--- src/rtl/vga_timing_pkg.sv ---
// Timing constants and helpers shared by the 1280x1024@60 sync generator.
// Counter width is fixed at 11 bits, so totals up to 2048 fit.
package vga_timing_pkg;

    localparam int CNT_W = 11;

    localparam int   DEF_HPIXELS  = 1688;
    localparam int   DEF_HVISIBLE = 1280;
    localparam int   DEF_HFP      = 48;
    localparam int   DEF_HSW      = 112;
    localparam int   DEF_VLINES   = 1066;
    localparam int   DEF_VVISIBLE = 1024;
    localparam int   DEF_VFP      = 1;
    localparam int   DEF_VSW      = 3;
    localparam logic DEF_HPOL     = 1'b1;
    localparam logic DEF_VPOL     = 1'b1;

    // Bounds carry one extra bit so an upper bound of 2048 stays representable.
    typedef struct packed {
        logic [CNT_W:0] lo;
        logic [CNT_W:0] hi;
    } sync_win_t;

    function automatic sync_win_t sync_window(input int visible, input int porch, input int width);
        sync_win_t w;
        w.lo = (CNT_W + 1)'(visible + porch);
        w.hi = (CNT_W + 1)'(visible + porch + width);
        return w;
    endfunction

endpackage

--- src/rtl/vga_axis_counter.sv ---
// One axis of the raster: wrap counter plus registered sync decode and a
// next-state visible-window decode for the top to combine across axes.
module vga_axis_counter
    import vga_timing_pkg::*;
#(
    parameter int   TOTAL   = DEF_HPIXELS,
    parameter int   VISIBLE = DEF_HVISIBLE,
    parameter int   PORCH   = DEF_HFP,
    parameter int   SYNC_W  = DEF_HSW,
    parameter logic POL     = 1'b1
) (
    input  logic             clk_i,
    input  logic             rst_i,
    input  logic             inc_i,
    output logic [CNT_W-1:0] cnt_o,
    output logic             wrap_o,
    output logic             active_nxt_o,
    output logic             sync_o
);

    localparam sync_win_t        WIN     = sync_window(VISIBLE, PORCH, SYNC_W);
    localparam logic [CNT_W:0]   SYNC_LO = WIN.lo;
    localparam logic [CNT_W:0]   SYNC_HI = WIN.hi;
    localparam logic [CNT_W:0]   VIS     = (CNT_W + 1)'(VISIBLE);
    localparam logic [CNT_W-1:0] LAST    = CNT_W'(TOTAL - 1);

    logic [CNT_W-1:0] cnt_q, cnt_d;
    logic             sync_q, sync_d;
    logic             in_sync;

    assign wrap_o = (cnt_q == LAST);

    always_comb begin
        cnt_d = cnt_q;
        if (inc_i) begin
            cnt_d = wrap_o ? '0 : cnt_q + 1'b1;
        end
    end

    // Decode from the next count so flags line up with the count they describe.
    assign in_sync      = ({1'b0, cnt_d} >= SYNC_LO) && ({1'b0, cnt_d} < SYNC_HI);
    assign sync_d       = in_sync ? POL : ~POL;
    assign active_nxt_o = ({1'b0, cnt_d} < VIS);

    always_ff @(posedge clk_i or posedge rst_i) begin
        if (rst_i) begin
            cnt_q  <= LAST;
            sync_q <= ~POL;
        end else begin
            cnt_q  <= cnt_d;
            sync_q <= sync_d;
        end
    end

    assign cnt_o  = cnt_q;
    assign sync_o = sync_q;

endmodule

--- src/rtl/vga_timing_1280x1024.sv ---
// Raster timing generator: counters, syncs, video-on and start strobes,
// all registered so every output describes the same (hc, vc) pixel.
module vga_timing_1280x1024
    import vga_timing_pkg::*;
#(
    parameter int   HPIXELS  = DEF_HPIXELS,
    parameter int   HVISIBLE = DEF_HVISIBLE,
    parameter int   HFP      = DEF_HFP,
    parameter int   HSW      = DEF_HSW,
    parameter int   VLINES   = DEF_VLINES,
    parameter int   VVISIBLE = DEF_VVISIBLE,
    parameter int   VFP      = DEF_VFP,
    parameter int   VSW      = DEF_VSW,
    parameter logic HPOL     = DEF_HPOL,
    parameter logic VPOL     = DEF_VPOL
) (
    input  logic             clk,
    input  logic             clr,
    input  logic             ce,
    output logic [CNT_W-1:0] hc,
    output logic [CNT_W-1:0] vc,
    output logic             hsync,
    output logic             vsync,
    output logic             vidon,
    output logic             line_start,
    output logic             frame_start
);

    logic h_wrap, v_wrap;
    logic h_act_nxt, v_act_nxt;
    logic v_inc;

    logic vidon_q, vidon_d;
    logic line_start_q, line_start_d;
    logic frame_start_q, frame_start_d;

    assign v_inc = ce & h_wrap;

    vga_axis_counter #(
        .TOTAL   (HPIXELS),
        .VISIBLE (HVISIBLE),
        .PORCH   (HFP),
        .SYNC_W  (HSW),
        .POL     (HPOL)
    ) u_h (
        .clk_i        (clk),
        .rst_i        (clr),
        .inc_i        (ce),
        .cnt_o        (hc),
        .wrap_o       (h_wrap),
        .active_nxt_o (h_act_nxt),
        .sync_o       (hsync)
    );

    vga_axis_counter #(
        .TOTAL   (VLINES),
        .VISIBLE (VVISIBLE),
        .PORCH   (VFP),
        .SYNC_W  (VSW),
        .POL     (VPOL)
    ) u_v (
        .clk_i        (clk),
        .rst_i        (clr),
        .inc_i        (v_inc),
        .cnt_o        (vc),
        .wrap_o       (v_wrap),
        .active_nxt_o (v_act_nxt),
        .sync_o       (vsync)
    );

    // With ce=1 the next count is zero exactly when the current one wraps.
    always_comb begin
        vidon_d       = h_act_nxt & v_act_nxt;
        line_start_d  = line_start_q;
        frame_start_d = frame_start_q;
        if (ce) begin
            line_start_d  = h_wrap;
            frame_start_d = h_wrap & v_wrap;
        end
    end

    always_ff @(posedge clk or posedge clr) begin
        if (clr) begin
            vidon_q       <= 1'b0;
            line_start_q  <= 1'b0;
            frame_start_q <= 1'b0;
        end else begin
            vidon_q       <= vidon_d;
            line_start_q  <= line_start_d;
            frame_start_q <= frame_start_d;
        end
    end

    assign vidon       = vidon_q;
    assign line_start  = line_start_q;
    assign frame_start = frame_start_q;

endmodule

--- config.mk ---
export PLATFORM = sky130hd
export DESIGN_NAME = vga_timing_1280x1024
export DESIGN_NICKNAME = d
export VERILOG_FILES = /design/src/rtl/vga_timing_pkg.sv /design/src/rtl/vga_axis_counter.sv /design/src/rtl/vga_timing_1280x1024.sv
export SDC_FILE = /design/constraint.sdc
export NUM_CORES = 1
export LEC_CHECK = 0
export ABC_AREA = 1
export CAP_MARGIN = 20
export CELL_PAD_IN_SITES_DETAIL_PLACEMENT = 1
export CELL_PAD_IN_SITES_GLOBAL_PLACEMENT = 2
export CORE_ASPECT_RATIO = 1.5
export CORE_MARGIN = 8
export CORE_UTILIZATION = 25
export DETAILED_ROUTE_END_ITERATION = 7
export PLACE_DENSITY = 0.69
export REMOVE_ABC_BUFFERS = 1
export SLEW_MARGIN = 20
export SYNTH_ARGS = -nofsm -noshare
export SYNTH_HDL_FRONTEND = slang
export SYNTH_HIERARCHICAL = 1
export SYNTH_SLANG_ARGS = --single-unit
--- constraint.sdc ---
create_clock -name clk -period 1.9 [get_ports clk]
set_input_delay 0.38 -clock clk [delete_from_list [all_inputs] [get_ports clk]]
set_output_delay 0.38 -clock clk [all_outputs]
set_load 0.005 [all_outputs]
==> impl_results.html <==
<table>
<tr><th>Metric</th><th>Value</th></tr>
<tr><th colspan="2">Global route</th></tr>
<tr><td>Grt total ovfl</td><td>0</td></tr>
<tr><td>Grt met3 use</td><td>between 2 and 2.5%</td></tr>
<tr><td>Number of global-route vias before repair</td><td>around 2000</td></tr>
<tr><td>Global-route wire length before repair</td><td>9700 um</td></tr>
<tr><td>Met1 Usage GRT</td><td>11.7%</td></tr>
<tr><td>Global router's overall resource usage</td><td>between 10% and 20%</td></tr>
<tr><td>Maximum number of pins on one net before global-route repair</td><td>15</td></tr>
<tr><td>Met2 usage</td><td>about a quarter</td></tr>
<tr><td>Global routing's busiest layer</td><td>met2</td></tr>
<tr><td>Antenna violations before repair</td><td>0</td></tr>
<tr><th colspan="2">Power</th></tr>
<tr><td>Maximum resistive drop on vdd</td><td>roughly 0.00030 V</td></tr>
<tr><td>Final total power</td><td>roughly 1800 uW</td></tr>
<tr><td>Power density normalized to cell area</td><td>689 mW/mm2</td></tr>
<tr><td>Static leakage</td><td>0.00138 uW</td></tr>
<tr><th colspan="2">Layout</th></tr>
<tr><td>Diodes inserted</td><td>0</td></tr>
<tr><td>Area Growth Syn to Fin</td><td>52.1%</td></tr>
<tr><td>Final Instance Area</td><td>between 0.002 and 0.003 mm2</td></tr>
<tr><td># nets final</td><td>about 330</td></tr>
<tr><td>Fraction of layout instances using a drive strength above 1</td><td>approximately 36%</td></tr>
<tr><td>Final Non-Filler Cells</td><td>400</td></tr>
<tr><th colspan="2">Placed design</th></tr>
<tr><td>Post-placement cell area</td><td>roughly 0.0024 mm2</td></tr>
<tr><td>Number of buffers inserted by port buffering</td><td>29</td></tr>
<tr><td>Detailed placement HPWL</td><td>4490 um</td></tr>
<tr><td>Total placed cells including tap cells</td><td>between 300 and 400</td></tr>
<tr><td>Global placer's final weighted congestion</td><td>about 0.73</td></tr>
<tr><td>Pre-CTS setup slack</td><td>-379 ps</td></tr>
<tr><th colspan="2">STA</th></tr>
<tr><td>Max-slew violation count</td><td>0</td></tr>
<tr><td>Clock skew</td><td>roughly 5.0 ps</td></tr>
<tr><td>Final worst-path setup slack</td><td>-213 ps</td></tr>
<tr><td>Unrepaired setup endpoints after global routing</td><td>yes</td></tr>
<tr><td>Final Cycle Share</td><td>111%</td></tr>
<tr><td>Pin slew with the least headroom to its limit</td><td>549 ps</td></tr>
<tr><td>Count of endpoints failing setup in the final report</td><td>9</td></tr>
<tr><td>Relative slew slack</td><td>approximately 63%</td></tr>
<tr><td>Minimum period implied by the final worst setup slack</td><td>roughly 2100 ps</td></tr>
<tr><td>Total negative setup slack</td><td>-694 ps</td></tr>
<tr><td>Max Fclk</td><td>between 0.4 and 0.5 GHz</td></tr>
<tr><td>Number of hold violations in the final report</td><td>0</td></tr>
<tr><th colspan="2">Logic synthesis</th></tr>
<tr><td>Number of unique standard cell types used by synthesis</td><td>25</td></tr>
<tr><td>Ys async rst share</td><td>100%</td></tr>
<tr><td>Top-count cell post-synth</td><td>nand2_1</td></tr>
<tr><td>Synth Area in Compound Gates</td><td>under 10%</td></tr>
<tr><td>Top post-synthesis cells by area</td><td>dfrtp_1 (23%), dfstp_2 (16%), nand2_1 (16%), inv_1 (11%), nand3_1 (5.7%)</td></tr>
<tr><td>Number of cells produced by synthesis</td><td>between 200 and 250</td></tr>
<tr><td>Dominant combinational cell family by area after synthesis</td><td>simple AND/OR/NAND/NOR gates</td></tr>
<tr><td>Adder-cell share of the synthesized area</td><td>about 2.1%</td></tr>
<tr><td>Share of cell area taken by muxes after synthesis</td><td>0%</td></tr>
<tr><td>FF+latch count, synth</td><td>27</td></tr>
<tr><td>Cell type with the largest total area after synthesis</td><td>dfrtp_1</td></tr>
<tr><td>Share of the synthesized area in the top cell type</td><td>a little under a quarter</td></tr>
<tr><td>Simple-gate portion of the synthesized area</td><td>between 40% and 50%</td></tr>
<tr><td>Average cell area after synthesis</td><td>roughly 7.1 um2</td></tr>
<tr><td>Number of enable-type register cells in the synthesized netlist</td><td>0</td></tr>
<tr><td>Area of the mapped netlist</td><td>approximately 0.0018 mm2</td></tr>
<tr><td>Yosys warnings</td><td>6</td></tr>
<tr><td>Synth top cells by count</td><td>nand2_1 (74), inv_1 (51), nor2_1 (23), nand3_1 (20), dfrtp_1 (16)</td></tr>
<tr><td>Sequential-to-total area share from yosys stat</td><td>39.2%</td></tr>
<tr><td>Post-synth top flop</td><td>dfrtp_1</td></tr>
<tr><td>Area share of xor/xnor cells in the synthesized design</td><td>1.49%</td></tr>
<tr><th colspan="2">Critical path</th></tr>
<tr><td>Delay of the slowest cell on the worst path</td><td>between 500 and 600 ps</td></tr>
<tr><td>Start-to-end type of the worst setup path</td><td>flip-flop to flip-flop</td></tr>
<tr><td>R2R setup slack</td><td>-210 ps</td></tr>
<tr><td>R2R cell count</td><td>15</td></tr>
<tr><td>Critical path required time</td><td>2070 ps</td></tr>
<tr><td>Capture point of the critical path</td><td>u_v/sync_o$_DFF_PP0_</td></tr>
<tr><td>Reg2Reg Launch Point</td><td>u_h/cnt_o[1]$_DFF_PP1_</td></tr>
<tr><td>Worst path arrival time</td><td>2280 ps</td></tr>
<tr><td>Combined buffer and inverter count along the critical path</td><td>3</td></tr>
<tr><td>Critical-path maximum fanout</td><td>5</td></tr>
<tr><td>Cell class contributing the biggest share of worst-path delay</td><td>simple AND/OR/NAND/NOR gates</td></tr>
<tr><td>Endpoint class of the critical path</td><td>flip-flop</td></tr>
<tr><td>Cell Chain, Critical Path</td><td>ha_4 -&gt; nand4_1 -&gt; nor4_4 -&gt; nand2_2 -&gt; clkinv_4 -&gt; buf_4 -&gt; nand4_1 -&gt; nand2_1 -&gt; nand2_1 -&gt; inv_1 -&gt; nand2_1 -&gt; nand2_1 -&gt; nor2_1 -&gt; nand2_1 -&gt; nor2_2</td></tr>
<tr><td>Cell repeated most along the worst path</td><td>nand2_1</td></tr>
<tr><td>R2R Path End</td><td>u_v/sync_o$_DFF_PP0_</td></tr>
<tr><td>Critical path depth</td><td>15</td></tr>
<tr><td>Start point of the critical path</td><td>u_h/cnt_o[1]$_DFF_PP1_</td></tr>
<tr><td>Critical path's slowest cell</td><td>dfstp_2</td></tr>
<tr><td>Worst Setup Start Kind</td><td>flip-flop</td></tr>
<tr><th colspan="2">Status</th></tr>
<tr><td>Violations in the final reports</td><td>setup timing</td></tr>
<tr><td>Run status</td><td>finished, violations left</td></tr>
<tr><th colspan="2">Floorplanning</th></tr>
<tr><td>Num ports</td><td>30</td></tr>
<tr><td>Height of the die</td><td>about 120 um</td></tr>
<tr><td>Standard-cell row count</td><td>37</td></tr>
<tr><td>Die outline width</td><td>between 80 and 90 um</td></tr>
<tr><td>Full die area</td><td>~0.010 mm2</td></tr>
<tr><td>Initial standard-cell utilization of the core</td><td>between 20% and 30%</td></tr>
<tr><td>Area of the core region</td><td>0.00685 mm2</td></tr>
<tr><th colspan="2">CTS</th></tr>
<tr><td>Clock-pin slew reported for the worst setup and hold paths after clock tree synthesis</td><td>approximately 90 ps</td></tr>
<tr><td>CTS Hold Buffers Added</td><td>0</td></tr>
<tr><td>Clock tree root buffer cell</td><td>clkbuf_8</td></tr>
<tr><td>CTS H-tree lvls</td><td>1</td></tr>
<tr><td>CTS Sinks</td><td>27</td></tr>
<tr><td>Number of buffers created by CTS</td><td>3</td></tr>
<tr><td>TritonCTS clock tree</td><td>built</td></tr>
<tr><td>Clock Path Buffers</td><td>2</td></tr>
<tr><td>Worst-skew pair later-pin latency</td><td>roughly 270 ps</td></tr>
<tr><th colspan="2">Detailed routing</th></tr>
<tr><td>Count of unresolved DRC violations after routing</td><td>0</td></tr>
<tr><td>Via density per instance</td><td>4.53</td></tr>
<tr><td>Post-Route WL</td><td>between 5000 and 6000 um</td></tr>
<tr><td>DR iter-0 viols</td><td>38</td></tr>
<tr><td>Antenna Nets Post-Route</td><td>0</td></tr>
<tr><td>Initial DRT Pass Iterations</td><td>4</td></tr>
<tr><td>Total vias in the final route</td><td>roughly 1800</td></tr>
<tr><td>Routed wire per std cell</td><td>about 14 um</td></tr>
<tr><th colspan="2">Hold path</th></tr>
<tr><td>Path class of the lowest-slack min-delay path</td><td>input pin to asynchronous set/reset pin</td></tr>
<tr><th colspan="2">Job</th></tr>
<tr><td>Number of max-capacitance violations reported</td><td>0</td></tr>
</table>
where the power goes:
group	leakage (uW)	internal, uW	total [uW]	switching (uW)
Combinational	0.00105	397	796	399
Sequential	0.000302	679	724	45.5
Clock	0.0000228	150	324	174
Total	0.00138	1230	1840	618
final cells by class:
cell class	instances	area (um2)
Clock buffer	4	45.0
Fill cell	848	4180
Inverter	55	214
Multi-Input combinational cell	163	970
Sequential cell	27	689
Tap cell	78	97.6
Timing Repair Buffer	73	659
logic make-up (layout without fill, tap and decap cells):
family | Yosys count | after routing
compound gates | 8 | 8
xor+xnor | 3 | 3
fa+ha+maj | 3 | 3
buf+inv | 58 | 132
flops | 27 | 27
simple gates | 149 | 149
cells in the final DEF (no fill, tap or decap), types with 10 or more instances in the layout:
cell type,Yosys,layout
nor2_1,23,19
inv_2,3,10
inv_1,51,43
dfstp_2,11,11
clkdlybuf4s50_1,0,29
nand3_1,20,18
nand2_1,74,64
nand2_2,4,13
dfrtp_1,16,16
buf_4,1,36
nor2_4,6,10
flip-flops by register name (all words and copies together), names as in the netlist:
signal,count
u_v/cnt_o,11
u_v/sync_o,1
u_h/cnt_o,11
vidon,1
u_h/sync_o,1
line_start,1
frame_start,1
per-stage QoR:
step                utilization [%]  hold slack, ps
global placement               35.0             496
finish                         39.0             341
global route                   39.0             359
CTS                            38.0             345
floorplan                         -             134
detailed placement             35.0             497
how the worst min path moves through the flow:
| stage | startpoint | end | slack [ps] | cells past startpoint |
|---|---|---|---|---|
| 6_report | clr | line_start$_DFFE_PP0P_ | 340 | 2 |
| 5_1_grt | clr | line_start$_DFFE_PP0P_ | 360 | 2 |
| 4_1_cts | clr | line_start$_DFFE_PP0P_ | 350 | 2 |
| 3_5_place_dp | line_start$_DFFE_PP0P_ | line_start$_DFFE_PP0P_ | 500 | 2 |
| 3_3_place_gp | line_start$_DFFE_PP0P_ | line_start$_DFFE_PP0P_ | 500 | 2 |
| 2_1_floorplan | clr | frame_start$_DFFE_PP0P_ | 130 | 1 |
layer usage:
metal  vias up  part of all wire, %
met3         4                  3.6
li1        893                    -
met1       890                   36
met2        23                   59
met5         -                    0
met4         0                 0.94
repair_timing:
action,in CTS,in global routing
gates cloned,0,0
setup endpoints to repair,12,14
endpoints found under the hold margin,0,0
buffers inserted,12,5
pin swaps,15,15
resized for setup,24,27
Note: power is estimated with default switching activity, not from simulation.
